## config.mk

```make
export PLATFORM = sky130hd
export DESIGN_NAME = dw_tap_sequencer
export DESIGN_NICKNAME = d
export VERILOG_FILES = /design/src/rtl/dw_pkg.sv /design/src/rtl/Mult.sv /design/src/rtl/dw_tap_sequencer.sv
export SDC_FILE = /design/constraint.sdc
export NUM_CORES = 1
export LEC_CHECK = 0
export BUFFER_PORTS_ARGS = -buffer_cell sky130_fd_sc_hd__buf_2
export CAP_MARGIN = 20
export CORE_ASPECT_RATIO = 1.4
export CORE_MARGIN = 10
export CORE_UTILIZATION = 38
export DETAILED_ROUTE_END_ITERATION = 10
export PLACE_DENSITY_LB_ADDON = 0.05
export SLEW_MARGIN = 20
export SYNTH_ARGS = -nofsm -noshare
export SYNTH_HDL_FRONTEND = slang
export SYNTH_HIERARCHICAL = 1
export SYNTH_SLANG_ARGS = --single-unit
```

## constraint.sdc

```tcl
create_clock -name clk -period 5.5 [get_ports clk]
set_input_delay 0.55 -clock clk [delete_from_list [all_inputs] [get_ports clk]]
set_output_delay 0.55 -clock clk [all_outputs]
set_load 0.1 [all_outputs]
```

## src/rtl/dw_pkg.sv

```systemverilog
// rtl/dw_pkg.sv - shared depthwise-stage constants, FSM encoding and saturation helper
package dw_pkg;

    localparam int DW_DATA_SIZE = 8;
    localparam int DW_TAPS      = 9;
    localparam int DW_ACC_W     = 16;

    typedef enum logic [1:0] {
        ST_IDLE  = 2'd0,
        ST_LOAD  = 2'd1,
        ST_DRAIN = 2'd2,
        ST_OUT   = 2'd3
    } dw_state_t;

    typedef struct packed {
        logic                    clipped;
        logic [DW_DATA_SIZE-1:0] value;
    } dw_sat_t;

    // Clamp a signed accumulator into the signed DATA_SIZE output range.
    function automatic dw_sat_t dw_saturate(input logic signed [DW_ACC_W-1:0] v);
        logic signed [DW_ACC_W-1:0] sat_max;
        logic signed [DW_ACC_W-1:0] sat_min;
        dw_sat_t r;
        sat_max = {{(DW_ACC_W-DW_DATA_SIZE+1){1'b0}}, {(DW_DATA_SIZE-1){1'b1}}};
        sat_min = {{(DW_ACC_W-DW_DATA_SIZE+1){1'b1}}, {(DW_DATA_SIZE-1){1'b0}}};
        if (v > sat_max) begin
            r.clipped = 1'b1;
            r.value   = sat_max[DW_DATA_SIZE-1:0];
        end else if (v < sat_min) begin
            r.clipped = 1'b1;
            r.value   = sat_min[DW_DATA_SIZE-1:0];
        end else begin
            r.clipped = 1'b0;
            r.value   = v[DW_DATA_SIZE-1:0];
        end
        return r;
    endfunction

endpackage

```

## src/rtl/Mult.sv

```systemverilog
// rtl/Mult.sv - signed Q1.(DATA_SIZE-1) fixed-point multiplier with saturating result
module Mult #(
    parameter int DATA_SIZE = 8
) (
    input  logic [DATA_SIZE-1:0] a,
    input  logic [DATA_SIZE-1:0] b,
    output logic [DATA_SIZE-1:0] p
);

    localparam int FRAC = DATA_SIZE - 1;
    localparam int PW   = 2 * DATA_SIZE;
    localparam logic signed [PW-1:0] PMAX = {{(PW-DATA_SIZE+1){1'b0}}, {(DATA_SIZE-1){1'b1}}};
    localparam logic signed [PW-1:0] PMIN = {{(PW-DATA_SIZE+1){1'b1}}, {(DATA_SIZE-1){1'b0}}};

    logic signed [PW-1:0] full;
    logic signed [PW-1:0] scaled;

    assign full   = $signed(a) * $signed(b);
    assign scaled = full >>> FRAC;

    // Only (-1.0)*(-1.0) can exceed the range; clamp it rather than wrap.
    always_comb begin
        p = scaled[DATA_SIZE-1:0];
        if (scaled > PMAX) begin
            p = PMAX[DATA_SIZE-1:0];
        end else if (scaled < PMIN) begin
            p = PMIN[DATA_SIZE-1:0];
        end
    end

endmodule

```

## src/rtl/dw_tap_sequencer.sv

```systemverilog
// rtl/dw_tap_sequencer.sv - 3x3 depthwise tap sequencer around one shared Mult
module dw_tap_sequencer
    import dw_pkg::*;
#(
    parameter int DATA_SIZE = DW_DATA_SIZE,
    parameter int TAPS      = DW_TAPS,
    parameter int ACC_W     = DW_ACC_W
) (
    input  logic                 clk,
    input  logic                 rst,
    input  logic                 start,
    input  logic [DATA_SIZE-1:0] bias_in,
    input  logic                 in_valid,
    output logic                 in_ready,
    input  logic [DATA_SIZE-1:0] in_pixel,
    input  logic [DATA_SIZE-1:0] in_weight,
    output logic                 out_valid,
    input  logic                 out_ready,
    output logic [DATA_SIZE-1:0] out_data,
    output logic                 sat_flag,
    output logic                 busy
);

    localparam int CNT_W = $clog2(TAPS + 1);

    dw_state_t state, state_nxt;

    logic [CNT_W-1:0]        tap_cnt;
    logic signed [ACC_W-1:0] acc;
    logic [DATA_SIZE-1:0]    prod_q;
    logic                    prod_v;
    logic [DATA_SIZE-1:0]    mult_p;
    logic                    accept;
    logic                    last_tap;
    logic signed [ACC_W-1:0] prod_ext;
    logic signed [ACC_W-1:0] final_sum;
    dw_sat_t                 sat_res;

    Mult #(.DATA_SIZE(DATA_SIZE)) u_mult (
        .a (in_pixel),
        .b (in_weight),
        .p (mult_p)
    );

    assign in_ready  = (state == ST_LOAD);
    assign busy      = (state != ST_IDLE);
    assign accept    = in_ready && in_valid;
    assign last_tap  = (tap_cnt == CNT_W'(TAPS - 1));
    assign prod_ext  = {{(ACC_W-DATA_SIZE){prod_q[DATA_SIZE-1]}}, prod_q};
    assign final_sum = acc + prod_ext;
    assign sat_res   = dw_saturate(final_sum);

    always_ff @(posedge clk or posedge rst) begin
        if (rst) begin
            state <= ST_IDLE;
        end else begin
            state <= state_nxt;
        end
    end

    always_comb begin
        state_nxt = state;
        case (state)
            ST_IDLE:  if (start) state_nxt = ST_LOAD;
            ST_LOAD:  if (accept && last_tap) state_nxt = ST_DRAIN;
            ST_DRAIN: state_nxt = ST_OUT;
            ST_OUT:   if (out_ready) state_nxt = ST_IDLE;
            default:  state_nxt = ST_IDLE;
        endcase
    end

    // The product lands one cycle after its accept, so acc trails by one tap
    // and DRAIN folds in the final product.
    always_ff @(posedge clk or posedge rst) begin
        if (rst) begin
            acc       <= '0;
            tap_cnt   <= '0;
            prod_q    <= '0;
            prod_v    <= 1'b0;
            out_data  <= '0;
            sat_flag  <= 1'b0;
            out_valid <= 1'b0;
        end else begin
            case (state)
                ST_IDLE: begin
                    acc     <= {{(ACC_W-DATA_SIZE){bias_in[DATA_SIZE-1]}}, bias_in};
                    tap_cnt <= '0;
                    prod_v  <= 1'b0;
                end
                ST_LOAD: begin
                    if (prod_v) acc <= final_sum;
                    if (accept) begin
                        prod_q  <= mult_p;
                        prod_v  <= 1'b1;
                        tap_cnt <= tap_cnt + 1'b1;
                    end else begin
                        prod_v <= 1'b0;
                    end
                end
                ST_DRAIN: begin
                    out_data  <= sat_res.value;
                    sat_flag  <= sat_res.clipped;
                    out_valid <= 1'b1;
                end
                ST_OUT: begin
                    if (out_ready) out_valid <= 1'b0;
                end
                default: ;
            endcase
        end
    end

endmodule

```

Word-level counts from Yosys, hierarchy flattened
Cells that the tools add are included.

word-level totals
  flip-flop bits (word level) = 41
  bits in latches = 0
  bits in writable memories = 0
  ROM bits = 0
  input port bits = 29
  output and inout port bits = 12
  word-level logic and storage cells = 51
  memories = 0

cells by class
  $add $sub $neg = 2
  multipliers = 1
  div/mod/pow operators = 0
  magnitude comparators = 4
  equality and inequality tests = 9
  shifts and indexed selects = 0
  multiplexer cells = 16
  bitwise gates (word level) = 0
  reductions and logical operators = 11

operator list
  kind                   number
  $pmux W16 S2           1
  $mux W9                2
  $add A16 B8 Y16        1
  $gt A16 B8 Y1 const B  1
  $lt A16 B8 Y1 const B  1
  $mul A8 B8 Y16         1
  $mux W16               1
  $mux W8                2
  $gt A9 B8 Y1 const B   1
  $lt A9 B8 Y1 const B   1
  $pmux W2 S4            1
  $pmux W4 S2            1
  $reduce_and A2 Y1      4
  $mux W2                3
  $ne A2 B1 Y1 const B   3
  $reduce_bool A2 Y1     3
  $add A4 B1 Y4 const B  1
  $eq A2 B2 Y1 const B   2
  $eq A4 B4 Y1 const B   1
  $mux W4                1
  $ne A2 B2 Y1 const B   2
  $pmux W1 S2            2
  $reduce_and A3 Y1      1
  $eq A2 B1 Y1 const B   1
  other kinds (3)        5

Depth between registers and ports, before layout
  word-level depth = 5
  depth in mapped cells = 17
  depth with buffers taken out = 17

Cells and area by module
Netlist, hierarchy kept.

modules (own cells, without submodules)
  module            times used  cells each  area an instance (um2)  sequential area each (um2)
  dw_tap_sequencer  1           285         2781.4                  1026.0
  Mult              1           283         2548.7                  0.0

Least setup slack after synthesis
No wires, ideal clock.

  kind = input port to flip-flop
  from = input in_weight[4]
  to = register prod_q[6]
  setup time = 0.125 ns
  data arrival time = 4.817 ns
  required time = 5.375 ns
  path slack = 0.558 ns
  stages on the path = 17
  buffers on the path = 0
  path through = and2_1 > fa_1 > inv_1 > fa_1 > inv_1 > fa_1 > inv_1 > fa_1 > inv_1 > ha_1 > and4b_1 > a221oi_4 > o211ai_2 > a211oi_2 > nor3_1 > o221a_1 > mux2_2

between the ends
  cells in the longest elaborated chain, start to end = 4
  elaborated cells between the ends (all ways) = 5
  classes of those cells = mul: 1; order compare: 2; mux: 2

ends and longest elaborated chain
  item                  line                    text
  start, declared       dw_tap_sequencer.sv:16  input logic [DATA_SIZE-1:0] in_weight,
  $mul A8 B8 Y16 *      Mult.sv:18              assign full = $signed(a) * $signed(b);
  $lt A9 B8 Y1          Mult.sv:26              end else if (scaled < PMIN) begin
  $mux W8               Mult.sv:26
  $mux W8 *             Mult.sv:24              if (scaled > PMAX) begin
  net mult_p[6]         dw_tap_sequencer.sv:32  logic [DATA_SIZE-1:0] mult_p;
  end signal, assigned  dw_tap_sequencer.sv:93  prod_q <= mult_p;
  end, declared         dw_tap_sequencer.sv:30  logic [DATA_SIZE-1:0] prod_q;

The timed path passes the listed nets; every way through them passes the cells marked *.
A chain may end at the register's enable or synchronous reset.

Final worst setup path
  from = input in_pixel[4]
  to = register prod_q[6]

between the ends
  cells in the longest elaborated chain, start to end = 4
  elaborated cells between the ends (all ways) = 5
  classes of those cells = mul: 1; order compare: 2; mux: 2

ends and longest elaborated chain
  item              line                    text
  start, declared   dw_tap_sequencer.sv:15  input logic [DATA_SIZE-1:0] in_pixel,
  $mul A8 B8 Y16 *  Mult.sv:18
  $lt A9 B8 Y1      Mult.sv:26
  $mux W8           Mult.sv:26
  $mux W8 *         Mult.sv:24
  net mult_p[6]     dw_tap_sequencer.sv:32

Marked as above.

==> results.py <==
metrics = {
    "setup_path": {
        "regToRegSetupSlack_ns": 2.50,
        "cp_top_family": "adder cells",
        "slowest_stage": "fa_1",
        "reg2reg_to": "out_data[1]",
        "cp_max_fo": 8,
        "crit_start": "in_pixel[4]",
        "rr_worst_depth": 9,
        "timing.critical_path.buf_inv": 5,
        "worst_setup_path_end_kind": "flip-flop",
        "criticalPathCategory": "in2reg",
        "worstPathCellList": "buf_2 -> and2_1 -> fa_1 -> inv_1 -> fa_1 -> inv_1 -> fa_1 -> inv_1 -> fa_1 -> inv_1 -> ha_1 -> and4b_1 -> a221oi_4 -> o211ai_2 -> a211oi_2 -> nor3_1 -> o221a_1 -> mux2_2",
        "crit_arrival_ns": 5.20,
        "critPathMaxStageDelay_ns": 0.54,
        "critPathLaunchType": "input pin",
        "timing.rr.start": "acc[0]",
        "critPathRequiredTime_ns": 5.68,
    },
    "yosys": {
        "synth_edf_count": 0,
        "synth_top_family_by_area": "adder cells",
        "synthAdderAreaFrac_pct": 31.55,
        "synth-compound-area-share_pct": 18.59,
        "synthSimpleGateAreaFrac_pct": 16.10,
        "syn_inst": 568,
        "synth_seq_cells": 41,
        "yosysSeqAreaShare_pct": 19.25,
        "synthXorXnorAreaFrac_pct": 4.507,
        "syn-num-nets": 699,
        "avgSynthCellArea_um2": 9.384,
        "synth_cell_types": 64,
        "syn-cell-area_um2": 5330,
        "synthMuxAreaShare_pct": 2.911,
        "synth_top_flop_cell": "dfrtp_1",
        "yosysWarnings": 6,
        "async_reset_ff_share_pct": 100.0,
    },
    "floorplanning": {
        "pin_count": 41,
        "die_w_um": 120.1,
        "core_area_um2": 13850,
        "die_h_um": 160.1,
        "dieArea_um2": 19230,
        "num_rows": 51,
        "initial_core_util_pct": 38.49,
    },
    "cts": {
        "cts.sinks": 41,
        "clk_latency_ns": 0.29,
        "htree_levels": 2,
        "post-cts-setup-buffers": 0,
        "cts.path.max_buffers": 2,
        "cts_hold_buf": 0,
        "numCtsBuffers": 5,
        "root_buffer": "clkbuf_16",
        "cts_resized": 0,
        "clkTransAtPathRegs_ns": 0.07,
        "cts_tree": "built",
    },
    "global_route": {
        "grt_overflow_total": 0,
        "track_usage_pct": 13.54,
        "antenna_found_initial": 0,
        "grt_first_pass_wirelength_um": 21700,
        "grt_pass1_vias": 4463,
        "grt_max_degree": 42,
    },
    "sta": {
        "maxSlewHeadroom_pct": 52.74,
        "setup_viol": 0,
        "fin_skew_ns": 0.004901,
        "tns_ns": 0,
        "slew_violations": 0,
        "max_freq_ghz": 0.1994,
        "hold_viol_final": 0,
        "fin_crit_ns": 5.014,
        "layout_worst_path_cycle_share_pct": 91.16,
        "tightest_slew_ns": 0.7090,
        "rsz0062_at_grt": "false",
    },
    "routing": {
        "antenna_left": 0,
        "vias": 4095,
        "wirelength_um": 12820,
        "drtIter0Drc": 105,
        "wl_per_cell_um": 16.06,
        "viasPerCell": 5.132,
        "firstDrtPassIters": 4,
        "route.detailed.drc": 0,
    },
    "layout": {
        "drive_gt1_share_pct": 15.99,
        "multi_input_area_um2": 3926,
        "area_delta_synth_final_pct": 11.01,
        "nNetsFinal": 743,
        "ff_latch_area_um2": 1026,
        "diodes": 0,
        "nFillCells": 1432,
    },
    "run_status": {
        "outcome": "finished, final reports clean",
    },
    "placement": {
        "port_buffers": 40,
        "place_hpwl_um": 10860,
        "place_congestion": 0.8436,
    },
    "job": {
        "max_cap_viol_count": 0,
    },
    "hold_path": {
        "hp-class": "in2async",
    },
}
synth_stat cells, types with 9 or more instances:
library cell / count / area [um^2]
inv_1: 91 / 341.6
fa_1: 54 / 1081
ha_1: 48 / 600.6
and2_1: 42 / 262.8
dfrtp_1: 41 / 1026
a21oi_1: 37 / 185.2
nand2_1: 30 / 112.6
nor2_1: 24 / 90.09
o21ai_0: 18 / 90.09
xnor2_1: 13 / 113.9
o22ai_1: 11 / 68.82
a21o_1: 9 / 67.56
mux2_2: 9 / 101.4
nor2b_1: 9 / 56.30
nor3_1: 9 / 45.04
layer usage:
layer  up-vias  share of wire, %  global-route usage (%)
li1       2021                 -                       -
met1      1997                39                   13.74
met2        64                57                   27.46
met3        13               2.2                   1.623
met4         0               1.7                   3.850
met5         -                 0                       0
kinds of logic after synthesis:
| kind of cell | after synthesis |
|---|---|
| mux | 14 |
| buf+inv | 100 |
| compound gates | 134 |
| simple gates | 153 |
| fa+ha+maj | 102 |
| flops | 41 |
| xor+xnor | 24 |
area by class of cell:
class	count	area share [%]
multi-input cells	427	66.36
flip-flops and latches	41	17.34
clock buffers	5	2.115
repair buffers	46	4.145
well taps	185	3.912
inverters	91	5.773
clock inverters	3	0.3595
worst max-delay path by stage:
stage                end  slack, ns  depth (start not counted)
5_1_grt        prod_q[1]       0.24                         18
2_1_floorplan  prod_q[6]       0.56                         17
3_5_place_dp   prod_q[6]       0.16                         18
4_1_cts        prod_q[6]       0.47                         18
6_report       prod_q[6]       0.49                         18
3_3_place_gp   prod_q[6]       0.21                         18
per-stage QoR:
step	area [um^2]	util, %	worst slack (ns)	hold slack [ns]	instances
after global placement	5771	41.67	0.2120	0.4675	790
final	5917	42.73	0.4861	0.3865	798
after CTS	5917	42.73	0.4741	0.4112	798
after detailed placement	5771	41.67	0.1590	0.4790	790
after floorplan	5330	-	0.5578	0.4452	568
after global routing	5917	42.73	0.2435	0.4351	798
flip-flops by register name (all words and copies together), names as in the netlist:
| name | flops |
|---|---|
| out_valid | 1 |
| prod_q | 8 |
| acc | 16 |
| state | 2 |
| sat_flag | 1 |
| prod_v | 1 |
| out_data | 8 |
| tap_cnt | 4 |
layout by cell type (no fill, tap or decap), types with 11 or more instances in the layout:
cell type and count:
a21oi_1 37, fa_1 54, nand2_1 30, o22ai_1 11, dfrtp_1 41, inv_1 91
ha_1 48, o21ai_0 18, and2_1 42, nor2_1 24, xnor2_1 13, buf_2 40
tightest hold or removal path, cell delays in order:
cell and delay (ns):
buf_2 0.09, inv_1 0.04, buf_4 0.45
Power is not shown: default switching activity piles up to over one toggle a cycle in this logic, so the estimate is an artifact.
